[src/rtl/clmul_pp_split.sv]
// Sequential carry-less partial-product generator: z0/z1/z2/o recombine to a*b over GF(2).
// Latency W-2 cycles from accept to out_valid; in_ready low while BUSY/DONE, outputs held until out_ready.
// Optional CLMUL_PP_MASK_EN: per-operation LFSR mask folded into o and z1.
module clmul_pp_split #(
    parameter int             W         = 8,
    parameter logic [W-2:0]   LFSR_SEED = 7'h5B
) (
    input  logic               clk,
    input  logic               rst_n,
    input  logic               in_valid,
    output logic               in_ready,
    input  logic [W-1:0]       a,
    input  logic [W-1:0]       b,
    output logic               out_valid,
    input  logic               out_ready,
    output logic [W-1:0]       z0,
    output logic [2*W-2:0]     z1,
    output logic [W-1:0]       z2,
    output logic [W-2:0]       o
);
    localparam int CW = $clog2(W);
    localparam int PW = 2*W-1;

    typedef enum logic [1:0] {IDLE, BUSY, DONE} state_t;

    state_t          state;
    logic [CW-1:0]   cnt;
    logic [W-1:0]    a_q;
    logic [W-1:0]    b_q;
    logic [PW-1:0]   row_cnt;
    logic [W-2:0]    mask;
    logic            accept;

    assign accept = in_valid & in_ready;

    always_comb begin
        row_cnt = '0;
        row_cnt = {{(W-1){1'b0}}, a_q & {W{b_q[cnt]}}} << cnt;
    end

`ifdef CLMUL_PP_MASK_EN
    logic [W-2:0] lfsr;

    // Fibonacci LFSR x^7+x^6+1; steps once per accepted operation
    always_ff @(posedge clk or negedge rst_n) begin
        if (!rst_n)
            lfsr <= LFSR_SEED;
        else if (accept)
            lfsr <= {lfsr[W-3:0], lfsr[W-2] ^ lfsr[W-3]};
    end

    assign mask = lfsr;
`else
    assign mask = '0;
`endif

    always_ff @(posedge clk or negedge rst_n) begin
        if (!rst_n) begin
            state     <= IDLE;
            in_ready  <= 1'b1;
            out_valid <= 1'b0;
            cnt       <= '0;
            a_q       <= '0;
            b_q       <= '0;
            z0        <= '0;
            z1        <= '0;
            z2        <= '0;
            o         <= '0;
        end else begin
            case (state)
                IDLE: begin
                    if (accept) begin
                        a_q      <= a;
                        b_q      <= b;
                        z0       <= a & {W{b[0]}};
                        z2       <= a & {W{b[W-1]}};
                        // mask cancels between o and z1 in the recombiner
                        z1       <= {mask, 1'b0, mask};
                        o        <= mask;
                        cnt      <= CW'(1);
                        in_ready <= 1'b0;
                        state    <= BUSY;
                    end
                end
                BUSY: begin
                    z1  <= z1 ^ row_cnt;
                    cnt <= cnt + CW'(1);
                    if (cnt == CW'(W-2)) begin
                        out_valid <= 1'b1;
                        state     <= DONE;
                    end
                end
                DONE: begin
                    if (out_ready) begin
                        out_valid <= 1'b0;
                        in_ready  <= 1'b1;
                        state     <= IDLE;
                    end
                end
                default: begin
                    state     <= IDLE;
                    in_ready  <= 1'b1;
                    out_valid <= 1'b0;
                end
            endcase
        end
    end
endmodule

[config.mk]
export PLATFORM = sky130hd
export DESIGN_NAME = clmul_pp_split
export DESIGN_NICKNAME = d
export VERILOG_FILES = /design/src/rtl/clmul_pp_split.sv
export SDC_FILE = /design/constraint.sdc
export NUM_CORES = 1
export LEC_CHECK = 0
export CAP_MARGIN = 25
export CELL_PAD_IN_SITES_DETAIL_PLACEMENT = 1
export CELL_PAD_IN_SITES_GLOBAL_PLACEMENT = 1
export CORE_MARGIN = 2
export CORE_UTILIZATION = 43
export CTS_BUF_LIST = sky130_fd_sc_hd__clkbuf_2 sky130_fd_sc_hd__clkbuf_4 sky130_fd_sc_hd__clkbuf_8
export DETAILED_ROUTE_END_ITERATION = 6
export GPL_TIMING_DRIVEN = 1
export MAX_ROUTING_LAYER = met4
export PLACE_DENSITY = 0.95
export SLEW_MARGIN = 40
export SYNTH_ARGS = -nofsm -noshare
export SYNTH_HDL_FRONTEND = slang
export SYNTH_SLANG_ARGS = --single-unit
[constraint.sdc]
create_clock -name clk -period 4.3 [get_ports clk]
set_input_delay 0.43 -clock clk [delete_from_list [all_inputs] [get_ports clk]]
set_output_delay 0.43 -clock clk [all_outputs]
set_load 0.005 [all_outputs]
==> metrics.txt, run 1 <==
status=complete, no violations; Peak VDD IR=0.000313 V; vias in the first global route=2261; antenna violations before repair=0; Min Clock Period, post-route=2.01 ns; final worst slack=2.29 ns; Post-CTS Setup Bufs=0; number of synthesized register bits=54; CP startpoint kind=flip-flop; crit path max fanout=18; clk_lat worst skew=0.31 ns; die area=7020 um2; CTS tree=done; number of H-tree levels=2; largest net degree at the start of global routing=68; Worst-path clk slew=0.10 ns; core box area=6240 um2; most common cell after layout, fill and taps aside=nand2_1; chip height=83.8 um; CTS Hold Bufs=0; CTS sink cnt=54; post-synth top area cell=dfrtp_1; wire per inst=17.4 um; n_diodes=0; cts bufs inserted=5; Rel. slew slack=55.5%; Port Buffers=52; DP HPWL=4800 um; Cells after Synth=262; Critical Path AT=2.25 ns; clk_skew=0.00610 ns; post-cts resize count=0; CP Capture Type=flip-flop; Setup-failing EPs final=0; post-route ant nets=0; Residual DRC=0; Max Root-Sink Buffers=2; Max Cap Violations=0; Cell Area, Synth=2740 um2; Via density=5.51; Root Driver=clkbuf_8; Setup Crit Path Kind=flip-flop to flip-flop; Filler Cell Count=711; Rows=29; GRT Total Usage=20.7%; Place WS=2.10 ns; Pwr per Cell Area=692 nW/um2; gpl congestion=0.861; EDFF count, synth=0; DP Cell Count=377; Starting Density=43.8%; Synth area leaders=dfrtp_1 (48%), mux2_2 (7.8%), nand2_1 (7.3%); non-filler cells in the finished layout=384; worst slew pin tran=0.668 ns; syn_area_per_cell=10.4 um2; CP startpoint=cnt[1]; Lkg Pwr=1.47 nW; most frequent cells in the layout=nand2_1 (53), dfrtp_1 (52), clkdlybuf4s50_1 (51), o21ai_0 (23); first-pass GRT wire length=11300 um; IO Pins=60; die width=83.8 um; Synth warnings=0; fraction of layout instances using a drive strength above 1=11.7%; final hold vios=0; DR vias=2117; Area Overhead vs Synth=21.7%; drt first-iter violations=106; FMAX=0.497 GHz; Fin Hold WS=0.235 ns; GRT overflow=0; RSZ-0062 raised after global routing=false; Nets=329; Netlist cell types=45; area share of the leading cell type in the synthesized netlist=48.5%; drt pass-1 iters=4; final WL=6700 um; post-route setup TNS=0 ns; fin. max-slew vios=0; worst r2r src=cnt[1]; register area share after synthesis=49.4%; final worst path period share=46.8%; Post-synth ARST share=100%; Worst Path Required=4.54 ns; ys flop type=dfrtp_1; Hold/Removal Path Class=primary input to async pin
[power by group]
group | switching, mW | internal (mW)
clock network | 0.168 | 0.112
registers | 0.286 | 0.742
logic | 0.428 | 0.567
total | 0.883 | 1.42
[area by class of cell]
cell class | instances | area [um2] | share of cell area [%]
Sequential cell | 54 | 1350 | 40.7
Clock buffer | 5 | 68.8 | 2.07
Clock inverter | 2 | 15.0 | 0.451
Tap cell | 77 | 96.3 | 2.89
Multi-Input combinational cell | 191 | 1260 | 37.9
Inverter | 1 | 3.75 | 0.113
Timing Repair Buffer | 54 | 531 | 15.9
[per-layer routing]
metal | global-route usage [%] | vias to the layer above | share of wire, % | wire length, um
li1 | - | 1001 | - | -
met1 | 26.3 | 1054 | 44 | 2960
met2 | 33.8 | 52 | 51 | 3390
met3 | 3.86 | 10 | 3.4 | 228
met4 | 6.30 | 0 | 1.8 | 121
met5 | - | - | 0 | 0
[worst paths after layout]
check                         end  slack, ns  cells past startpoint
max reg2reg                z1[10]       2.29                      5
min reg2reg                z1[10]       0.48                      1
min                         z2[2]       0.24                      2
min in group clk           z1[10]       0.48                      1
max                        z1[10]       2.29                      5
max in group asynchronous  cnt[0]       3.58                      2
[per-stage QoR]
step	instance area, um2	util (%)	power [mW]
2_1_floorplan	2760	-	1.56
3_3_place_gp	3240	52.0	1.97
3_5_place_dp	3240	52.0	2.03
4_1_cts	3330	53.3	2.32
5_1_grt	3330	53.3	2.46
6_report	3330	53.3	2.30
[registers in the layout, indices dropped and copies added (netlist names)]
name	flops
state	2
cnt	3
in_ready	1
a_q	8
z0	8
z2	8
out_valid	1
b_q	8
z1	15
[worst max-delay path, cell delays in order, from the launching register on]
cell and delay (ns):
dfrtp_1 0.70, and2_1 0.40, a31oi_4 0.19, and3_1 0.24, a2bb2oi_1 0.21, mux2i_1 0.21
[cells in the mapped netlist, drive strengths merged (3+ instances only)]
master and n:
nand2b 5, and3 3, nor2b 3, mux2i 19, o21ai 23, o211ai 3
a21oi 9, nor2 5, mux2 20, buf 18, clkbuf 4, a31oi 3
nand3 9, dfrtp 53, nand2 53
[cell families after synthesis]
| kind of cell | count (synthesis) | share of synthesized area [%] |
|---|---|---|
| other | 1 | 0.137 |
| AND/OR/NAND/NOR | 89 | 15.0 |
| AO/OA/AOI/OAI | 53 | 13.0 |
| buffers and inverters | 23 | 5.30 |
| flip-flops | 54 | 49.4 |
| adder cells (fa/ha/maj) | 2 | 0.914 |
| multiplexers | 40 | 16.3 |
No activity file was read; power rests on OpenSTA's default activity.
==> run 2, diff against run 1 <==
Settings changed: CORE_UTILIZATION 43 to 36, PLACE_DENSITY 0.95 to 0.88.
Clock period 4.3 ns to 1.8 ns, I/O delays scaled along.
==> run 2 against run 1 <==
Net effect:
- worst hold slack improved by 0.086 ns
- final area rose by 7.9%
- die area rose by 18%
- register-to-register slack got worse by 2.2 ns
- critical path type unchanged
- highest routed layer unchanged
- clock skew rose by 0.0056 ns
- via count rose by 5.4%
==> metrics.txt, run 2 (same netlist as run 1, synthesis figures left out) <==
status=complete, no violations; post-route ant nets=0; vias in the first global route=2364; Residual DRC=0; CP Cell Sequence=buf_4 -> mux2_4 -> or3b_4 -> o22ai_1 -> mux2i_1; most frequent cells in the layout=nand2_1 (52), dfrtp_1 (52), clkdlybuf4s50_1 (51), o21ai_0 (23), buf_4 (20); wire per inst=16.9 um; Worst Path Required=2.04 ns; register bank with the most flops=z1; Min Clock Period, post-route=1.76 ns; Max Cap Violations=0; antenna violations before repair=0; GRT Total Usage=18.7%; Critical Path AT=2.00 ns; CTS tree=done; Hold/Removal Path Class=primary input to async pin; CP Capture Type=flip-flop; power share of the sequential group=38.2%; clk_skew=0.0117 ns; FF-to-FF setup slack=0.04 ns; reg-to-reg endpoint=z1[3]; Worst-path clk slew=0.11 ns; GRT overflow=0; die area=8310 um2; Root Driver=clkbuf_8; n_diodes=0; Peak VDD IR=0.000726 V; drt pass-1 iters=4; fraction of layout instances using a drive strength above 1=18.8%; Nets=350; Filler Cell Count=843; Max Root-Sink Buffers=2; DP HPWL=5120 um; clk_lat worst skew=0.32 ns; Lkg Pwr=1.60 nW; DR vias=2232; core box area=7290 um2; die width=91.2 um; R2R cell count=5; IO Pins=60; fin. max-slew vios=0; drt first-iter violations=96; Pwr per Cell Area=1700 nW/um2; chip height=91.2 um; Starting Density=37.5%; Comb pwr share=48.1%; CTS sink cnt=54; number of H-tree levels=2; Port Buffers=52; Crit path largest cell delay=0.48 ns; switching portion of total power=37.1%; Int Power=3.85 mW; clock share of power=13.7%; Rows=31; first-pass GRT wire length=12200 um; crit path max fanout=8; largest net degree at the start of global routing=68; gpl congestion=0.873; Slowest-stage cell, CP=dfrtp_2; final WL=7230 um; RSZ-0062 raised after global routing=true; CP startpoint kind=flip-flop; worst r2r src=cnt[0]; FMAX=0.568 GHz; final hold vios=0; Setup-failing EPs final=0; total power draw=6.12 mW; Via density=5.21; max reg flops=15; Area Overhead vs Synth=31.3%; switching pwr=2.27 mW; post-route setup TNS=0 ns; cts bufs inserted=5; Setup Crit Path Kind=flip-flop to flip-flop; final worst path period share=97.8%
==> run 2: cell types whose count changed in the layout (fill, tap and decap cells not counted), sizes merged <==
| cell | before | now |
|---|---|---|
| buf | 3 | 23 |
| bufinv | 0 | 1 |
| dlygate4sd3 | 0 | 1 |
==> run 2: power groups by stage <==
stage | clock [mW] | sequential (mW) | combinational (mW)
floorplan | 0 | 2.20 | 1.53
global placement | 0 | 2.31 | 2.68
detailed placement | 0 | 2.36 | 2.78
CTS | 0.863 | 2.34 | 2.82
global route | 0.917 | 2.43 | 3.21
finish | 0.839 | 2.33 | 2.94
==> run 2: worst max path at each step <==
stage | startpoint | endpoint
3_5_place_dp | cnt[0] | z1[6]
3_3_place_gp | cnt[0] | z1[8]
4_1_cts | cnt[0] | z1[6]
6_report | cnt[0] | z1[3]
2_1_floorplan | state[1] | z1[3]
5_1_grt | cnt[0] | z1[11]
==> run 2: worst max-delay path: cells and delay by family (launching register included) <==
kind | cells | cell delay, ns
simple gates | 1 | 0.41
compound gates | 1 | 0.21
mux | 2 | 0.42
buf+inv | 1 | 0.17
flops | 1 | 0.48
==> run 2: final cells by class <==
type / count / area [um2] / share of cell area [%]
flip-flops and latches: 54 / 1350 / 37.7
multi-input cells: 191 / 1280 / 35.7
repair buffers: 75 / 716 / 19.9
well taps: 99 / 124 / 3.45
clock buffers: 5 / 68.8 / 1.92
clock inverters: 3 / 45.0 / 1.25
inverters: 1 / 3.75 / 0.104
==> run 2: timing repair <==
| action | in CTS | in global routing |
|---|---|---|
| hold buffers | 1 | 0 |
| setup buffers | 0 | 4 |
| endpoints found under the setup margin | 1 | 4 |
| endpoints found under the hold margin | 14 | 0 |
| resized for setup | 1 | 5 |
| pin swaps | 0 | 0 |
==> run 2: through the flow <==
step	util [%]	hold slack, ns	worst slack, ns	cells	cell area, um2
6_report	49.3	0.321	0.0404	428	3590
5_1_grt	49.3	0.349	-0.0668	428	3590
4_1_cts	48.6	0.332	0.0382	424	3540
3_5_place_dp	46.9	0.134	-0.00165	415	3420
3_3_place_gp	46.9	0.133	0.0619	415	3420
2_1_floorplan	-	-0.116	0.249	268	2760
==> run 2: routing by layer <==
metal  wire length (um)  vias up  track usage [%]  share of wire, %
met3                275       12             4.07               3.8
met2               3640       54             30.5                50
met5                  0        -                -                 0
li1                   -     1046                -                 -
met4                126        0             6.31               1.7
met1               3190     1120             23.3                44
